## src/rtl/udalt_pkg.sv

```systemverilog
// Shared run-mode and direction encodings for the up/down/alternating counter.
// Imported by udalt_counter_gen and by anything that drives its mode port.
package udalt_pkg;

  typedef enum logic [1:0] {
    MODE_UP_WRAP   = 2'b00,
    MODE_DOWN_WRAP = 2'b01,
    MODE_BOUNCE    = 2'b10,
    MODE_HOLD      = 2'b11
  } mode_e;

  localparam logic DIR_UP   = 1'b0;
  localparam logic DIR_DOWN = 1'b1;

endpackage

```

## src/rtl/udalt_counter_gen.sv

```systemverilog
// Up/down/bounce counter with run-time bounds, load, tc pulse and sat. laps.
// In: Clk, reset, en, load, load_val, mode, lo, hi. Out: count, dir, tc, laps, cfg_err.
module udalt_counter_gen
  import udalt_pkg::*;
#(
  parameter int WIDTH = 4,
  parameter int LAP_W = 8
) (
  input  logic             Clk,
  input  logic             reset,
  input  logic             en,
  input  logic             load,
  input  logic [WIDTH-1:0] load_val,
  input  logic [1:0]       mode,
  input  logic [WIDTH-1:0] lo,
  input  logic [WIDTH-1:0] hi,
  output logic [WIDTH-1:0] count,
  output logic             dir,
  output logic             tc,
  output logic [LAP_W-1:0] laps,
  output logic             cfg_err
);

  localparam logic [WIDTH-1:0] ONE = WIDTH'(1);

  logic [WIDTH-1:0] r_count;
  logic             r_dir;
  logic             r_tc;
  logic [LAP_W-1:0] r_laps;

  mode_e            w_mode;
  logic             w_cfg_err;
  logic             w_eff_dir;
  logic [WIDTH-1:0] w_clamp;
  logic [WIDTH-1:0] w_nxt_count;
  logic             w_nxt_dir;
  logic             w_nxt_tc;
  logic             w_lap_inc;
  logic             w_lap_clr;

  assign w_mode    = mode_e'(mode);
  assign w_cfg_err = (lo > hi);

  always_comb begin
    w_clamp = load_val;
    if (load_val < lo)
      w_clamp = lo;
    else if (load_val > hi)
      w_clamp = hi;
  end

  // Wrap modes force their direction; bounce follows the stored one.
  always_comb begin
    w_eff_dir = r_dir;
    case (w_mode)
      MODE_UP_WRAP:   w_eff_dir = DIR_UP;
      MODE_DOWN_WRAP: w_eff_dir = DIR_DOWN;
      default:        w_eff_dir = r_dir;
    endcase
  end

  always_comb begin
    w_nxt_count = r_count;
    w_nxt_dir   = r_dir;
    w_nxt_tc    = 1'b0;
    w_lap_inc   = 1'b0;
    w_lap_clr   = 1'b0;
    if (load) begin
      w_nxt_count = w_clamp;
      w_nxt_dir   = (w_mode == MODE_DOWN_WRAP) ? DIR_DOWN : DIR_UP;
      w_lap_clr   = 1'b1;
    end else if (w_cfg_err) begin
      w_nxt_tc = 1'b0;
    end else if (en && (w_mode != MODE_HOLD)) begin
      if (lo == hi) begin
        // Degenerate range: every step is a full lap.
        w_nxt_count = lo;
        w_nxt_tc    = 1'b1;
        w_lap_inc   = 1'b1;
      end else if ((r_count < lo) || (r_count > hi)) begin
        // Re-enter the range at the edge we are heading away from.
        w_nxt_count = (w_eff_dir == DIR_DOWN) ? hi : lo;
        w_nxt_dir   = w_eff_dir;
      end else begin
        if (w_eff_dir == DIR_UP) begin
          if (r_count != hi) begin
            w_nxt_count = r_count + ONE;
            w_nxt_dir   = DIR_UP;
          end else if (w_mode == MODE_BOUNCE) begin
            w_nxt_count = hi - ONE;
            w_nxt_dir   = DIR_DOWN;
          end else begin
            w_nxt_count = lo;
            w_nxt_dir   = DIR_UP;
            w_lap_inc   = 1'b1;
          end
        end else begin
          if (r_count != lo) begin
            w_nxt_count = r_count - ONE;
            w_nxt_dir   = DIR_DOWN;
          end else if (w_mode == MODE_BOUNCE) begin
            w_nxt_count = lo + ONE;
            w_nxt_dir   = DIR_UP;
            w_lap_inc   = 1'b1;
          end else begin
            w_nxt_count = hi;
            w_nxt_dir   = DIR_DOWN;
            w_lap_inc   = 1'b1;
          end
        end
        w_nxt_tc = ((w_nxt_dir == DIR_UP) && (w_nxt_count == hi)) ||
                   ((w_nxt_dir == DIR_DOWN) && (w_nxt_count == lo));
      end
    end
  end

  always_ff @(posedge Clk or posedge reset) begin
    if (reset) begin
      r_count <= '0;
      r_dir   <= DIR_UP;
      r_tc    <= 1'b0;
      r_laps  <= '0;
    end else begin
      r_count <= w_nxt_count;
      r_dir   <= w_nxt_dir;
      r_tc    <= w_nxt_tc;
      if (w_lap_clr)
        r_laps <= '0;
      else if (w_lap_inc && !(&r_laps))
        r_laps <= r_laps + LAP_W'(1);
    end
  end

  assign count   = r_count;
  assign dir     = r_dir;
  assign tc      = r_tc;
  assign laps    = r_laps;
  assign cfg_err = w_cfg_err;

endmodule

```

## config.mk

```make
export PLATFORM = sky130hd
export DESIGN_NAME = udalt_counter_gen
export DESIGN_NICKNAME = d
export VERILOG_FILES = /design/src/rtl/udalt_pkg.sv /design/src/rtl/udalt_counter_gen.sv
export SDC_FILE = /design/constraint.sdc
export NUM_CORES = 1
export LEC_CHECK = 0
export CAP_MARGIN = 0
export CORE_ASPECT_RATIO = 1.4
export CORE_UTILIZATION = 58
export DETAILED_ROUTE_END_ITERATION = 16
export HOLD_SLACK_MARGIN = 0.03
export PLACE_DENSITY = 0.86
export SYNTH_ARGS = -nofsm -noshare
export SYNTH_HDL_FRONTEND = slang
export SYNTH_SLANG_ARGS = --single-unit
```

## constraint.sdc

```tcl
create_clock -name Clk -period 4.05 [get_ports Clk]
set_input_delay 0.81 -clock Clk [delete_from_list [all_inputs] [get_ports Clk]]
set_output_delay 0.81 -clock Clk [all_outputs]
set_load 0.02 [all_outputs]
```

# Yosys cells after proc, flatten, opt, wreduce, memory -nomap -nowiden

Cells that the tools add are included.

Bits of input ports: 18
Register bits after elaboration: 14
Output and inout port bits: 15
Word-level logic and storage cells: 89

Bitwise operators: 1
Reduce and logical (&&, ||, !) cells: 13
Add/sub/neg operators: 5
Multiplexer cells: 51
Eq/ne operators: 10
Order comparisons: 5

Operator list:

| operator              | count |
|---|---|
| $mux W4               | 18 |
| $mux W1               | 30 |
| $mux W8               | 2 |
| $eq A4 B4 Y1          | 3 |
| $gt A4 B4 Y1          | 3 |
| $add A4 B1 Y4 const B | 2 |
| $add A8 B1 Y8 const B | 1 |
| $lt A4 B4 Y1          | 2 |
| $ne A4 B4 Y1          | 2 |
| $reduce_and A8 Y1     | 1 |
| $sub A4 B1 Y4 const B | 2 |
| $ne A2 B2 Y1 const B  | 3 |
| $logic_and A1 B1 Y1   | 4 |
| $reduce_bool A2 Y1    | 2 |
| $reduce_and A3 Y1     | 1 |
| $eq A2 B1 Y1 const B  | 1 |
| $eq A2 B2 Y1 const B  | 1 |
| $logic_not A2 Y1      | 1 |
| $logic_or A1 B1 Y1    | 2 |
| $pmux W1 S2           | 1 |
| $reduce_and A2 Y1     | 1 |
| $logic_not A1 Y1      | 1 |
| $not A1 Y1            | 1 |

# Logic depth before layout (Yosys ltp)

Word-level depth: 17
Gate-level depth with buffers: 11

# Worst setup path after synthesis

No wires, ideal clock.

Path type: input to register
Start point: input lo[2]
End point: register r_count[1] (netlist: count[1])
Setup slack: 1.168 ns
Required time: 3.915 ns
Stages on the path: 9
Arrival: 2.746 ns
Buffers on the path: 1
Library setup time: 0.135 ns
Path through: clkbuf_1 inv_1 ha_1 o21a_1 o21a_1 o21ai_1 mux2_2 a221oi_1 o22ai_1

Cells in the longest elaborated chain, start to end: 13
Elaborated cells between the ends (all ways): 21
Those cells by class: order compare: 3; eq/ne: 3; mux: 13; reduce/logical: 2

Ends and longest elaborated chain:

| item                 | line                     | RTL |
|---|---|---|
| start, declared      | udalt_counter_gen.sv:15  | `input logic [WIDTH-1:0] lo,` |
| $ne A4 B4 Y1         | udalt_counter_gen.sv:98  | `if (r_count != lo) begin` |
| $mux W4              | udalt_counter_gen.sv:98  |  |
| $mux W4              | udalt_counter_gen.sv:85  | `if (w_eff_dir == DIR_UP) begin` |
| $mux W4              | udalt_counter_gen.sv:80  | `end else if ((r_count < lo) \|\| (r_count > hi)) begin` |
| $mux W4              | udalt_counter_gen.sv:75  | `if (lo == hi) begin` |
| $mux W4              | udalt_counter_gen.sv:74  | `end else if (en && (w_mode != MODE_HOLD)) begin` |
| $mux W4              | udalt_counter_gen.sv:72  | `end else if (w_cfg_err) begin` |
| $mux W4              | udalt_counter_gen.sv:68  | `if (load) begin` |
| $mux W4              | udalt_counter_gen.sv:80  |  |
| $mux W4              | udalt_counter_gen.sv:75  |  |
| $mux W4              | udalt_counter_gen.sv:74  |  |
| $mux W4              | udalt_counter_gen.sv:72  |  |
| $mux W4              | udalt_counter_gen.sv:68  |  |
| end signal, assigned | udalt_counter_gen.sv:124 | `r_count <= w_nxt_count;` |
| end, declared        | udalt_counter_gen.sv:26  | `logic [WIDTH-1:0] r_count;` |

Parallel ways exist; a longest one is shown, timed or not. The select of a mux whose other input is x is not followed.
A chain may end at the register's enable or synchronous reset.

# Worst setup path after layout

Start point: input hi[3]
End point: output cfg_err

Cells in the longest elaborated chain, start to end: 1

Ends and longest elaborated chain:

| item            | line                    | RTL |
|---|---|---|
| start, declared | udalt_counter_gen.sv:16 | `input logic [WIDTH-1:0] hi,` |
| $gt A4 B4 Y1    | udalt_counter_gen.sv:42 | `assign w_cfg_err = (lo > hi);` |
| end, declared   | udalt_counter_gen.sv:21 | `output logic cfg_err` |

No other way between the ends.

==> impl_metrics.json <==
{
  "status": "finished, final reports clean",
  "antenna_found_initial": 0,
  "switching_share_pct": 41.9,
  "chipHeight_um": 70.9,
  "hpwl_mm": 4.56,
  "grt_pass1_vias": 2015,
  "grt.overflow.total": 0,
  "coreArea_um2": 3180,
  "hold_path.class": "reg2reg",
  "rows": 24,
  "numClockSinks": 14,
  "drv_cap": 0,
  "arrival_ns": 2.90,
  "cpPeakStageDelay_ns": 0.56,
  "setup_viol": 0,
  "grt_pass1_wl_mm": 9.43,
  "power_frac_seq_pct": 25.7,
  "cts_buffer_depth": 2,
  "fp.dieW_um": 51.2,
  "routed_wl_mm": 5.79,
  "gp_congestion": 0.944,
  "synth_enable_flop_cells": 0,
  "synth_cell_types": 52,
  "ys_warn_count": 0,
  "synth_flop_cell": "dfrtp_1",
  "fmax_mhz": 269,
  "tritoncts": "built",
  "hold_violations": 0,
  "ctsResizeCount": 0,
  "clkLatencyLatePin_ns": 0.24,
  "cts_setup_buffers": 0,
  "worst_slack_ns": 0.336,
  "vias": 1988,
  "critPathKind": "in2out",
  "internal-power_mw": 0.392,
  "critPathLaunchType": "input port",
  "fin_worst_skew_ns": 0.00431,
  "post_drt_wl_per_cell_um": 18.7,
  "cp_cell_sequence": "clkdlybuf4s50_1, inv_1, ha_1, and4b_1, o31a_1, clkdlybuf4s50_1",
  "drcViolationCount": 0,
  "syn_nets": 277,
  "final_cell_mix": "clkdlybuf4s50_1, ha_1, o21ai_0",
  "synthArstFlopShare_pct": 100,
  "die-area_um2": 3630,
  "grtUsageTotal_pct": 34.5,
  "dp_slack_ns": 0.353,
  "p_leak_nw": 0.997,
  "period_minus_slack_ns": 3.71,
  "areaGrowthSynthToFinish_pct": 21.7,
  "slowest_stage": "clkdlybuf4s50_1",
  "drtIter0Drc": 92,
  "rsz0062_at_grt": "false",
  "switchingPower_mw": 0.282,
  "power_density_nw_per_um2": 282,
  "combPwrFrac_pct": 58.1,
  "viasPerCell": 6.43,
  "period_share_pct": 91.7,
  "avgSynthCellArea_um2": 8.36,
  "slew-limit-headroom_pct": 64.2,
  "synth_cells": 235,
  "fill_cells": 266,
  "final_common_cell": "clkdlybuf4s50_1",
  "top_usage_layer": "met2",
  "path_max_fanout": 5,
  "detail-route-antenna-nets": 0,
  "cts-root-buf": "clkbuf_8",
  "start_util_pct": 61.7,
  "vdd_ir_drop_max_mv": 0.257,
  "use_met1_pct": 37.6,
  "cp-end-kind": "output pin",
  "use_met3_pct": 2.80,
  "ys_seq_area_share_pct": 17.8,
  "holdBufCountCts": 0,
  "antenna_cells": 0,
  "drive_above_1_share_pct": 11.5,
  "required_ns": 3.24,
  "fin_tns_setup_ns": 0,
  "maxSlewViolCount": 0,
  "numPortBuffers": 32,
  "clk_pin_slew_ns": 0.05,
  "syn_area_um2": 1960,
  "io_pins": 33,
  "cts_inserted_buffers": 3,
  "use_met2_pct": 64.0,
  "cpMostUsedCell": "clkdlybuf4s50_1",
  "clkPwrFrac_pct": 16.2,
  "drt-pass1-iter-count": 4,
  "htreeDepth": 1,
  "num-nets-final": 314,
  "max_slew.worst_pin.slew_ns": 0.537,
  "grt_max_degree": 15,
  "ys_seq_elements": 14
}
==> final cells by class <==
type                            instances  area [µm²]  share of cell area, %
Clock buffer                            3        41.3                   1.73
Timing Repair Buffer                   41         388                   16.2
Sequential cell                        14         350                   14.7
Inverter                               16        60.1                   2.51
Tap cell                               39        48.8                   2.04
Multi-Input combinational cell        196        1500                   62.8
==> registers in the layout, summed over array words and instances, names as in the netlist <==
signal  cells
dir         1
count       4
laps        8
tc          1
==> synth_stat cells (7+ instances only) <==
| cell | count | share of area [%] |
|---|---|---|
| ha_1 | 24 | 15 |
| o21ai_0 | 18 | 4.6 |
| nor2_1 | 17 | 3.2 |
| inv_1 | 16 | 3.1 |
| xnor2_1 | 15 | 6.7 |
| dfrtp_1 | 14 | 18 |
| mux2i_1 | 9 | 4.6 |
| nand2_1 | 9 | 1.7 |
| nand3_1 | 8 | 2.0 |
| nand4_1 | 8 | 2.5 |
| a21oi_1 | 7 | 1.8 |
==> through the flow <==
step	area (µm²)	std cells	util, %	power (mW)	hold slack, ns
after floorplan	1960	235	-	0.437	0.664
after global placement	2350	306	73.8	0.555	0.557
after detailed placement	2350	306	73.8	0.559	0.560
after CTS	2390	309	75.1	0.669	0.576
after global routing	2390	309	75.1	0.715	0.603
final	2390	309	75.1	0.674	0.570
==> power by group through the flow <==
| stage | Clock (mW) | Combinational [mW] | Sequential [mW] |
|---|---|---|---|
| after floorplan | 0 | 0.259 | 0.178 |
| final | 0.109 | 0.392 | 0.173 |
| after CTS | 0.110 | 0.386 | 0.173 |
| after global routing | 0.115 | 0.426 | 0.174 |
| after detailed placement | 0 | 0.384 | 0.175 |
| after global placement | 0 | 0.379 | 0.175 |
==> kinds of logic (layout without fill, tap and decap cells) <==
group	count (synthesis)	after routing	share of synthesized area, %
DFF	14	14	17.8
buffers and inverters	25	60	5.67
xor gates and xnor gates	18	18	8.03
adders and majority gates	24	24	15.3
and+or+nand+nor	69	69	18.8
muxes	17	17	9.30
AOI/OAI and AO/OA	68	68	25.1
==> critical path, delay by kind of cell <==
family,cells,cell delay [ns]
AOI/OAI and AO/OA,1,0.27
adders and majority gates,1,0.35
buffers and inverters,3,1.24
and+or+nand+nor,1,0.22
==> worst paths after layout <==
path | depth (start not counted) | endpoint | from | slack, ns
max | 6 | cfg_err | hi[3] | 0.34
min reg2reg | 2 | laps[5]$_DFFE_PP0P_ | laps[5]$_DFFE_PP0P_ | 0.57
min | 2 | laps[5]$_DFFE_PP0P_ | laps[5]$_DFFE_PP0P_ | 0.57
max in group asynchronous | 2 | count[2]$_DFFE_PP0P_ | reset | 2.78
min in group asynchronous | 2 | laps[3]$_DFFE_PP0P_ | reset | 0.91
max reg2reg | 9 | laps[7]$_DFFE_PP0P_ | count[0]$_DFFE_PP0P_ | 1.42
==> routing by layer <==
layer	routed length (µm)	vias up	share of wire (%)
met5	0	-	0
met4	233	0	4.0
met3	218	20	3.8
met2	2990	69	52
met1	2350	943	41
li1	-	956	-
(Power assumes the default switching activity.)
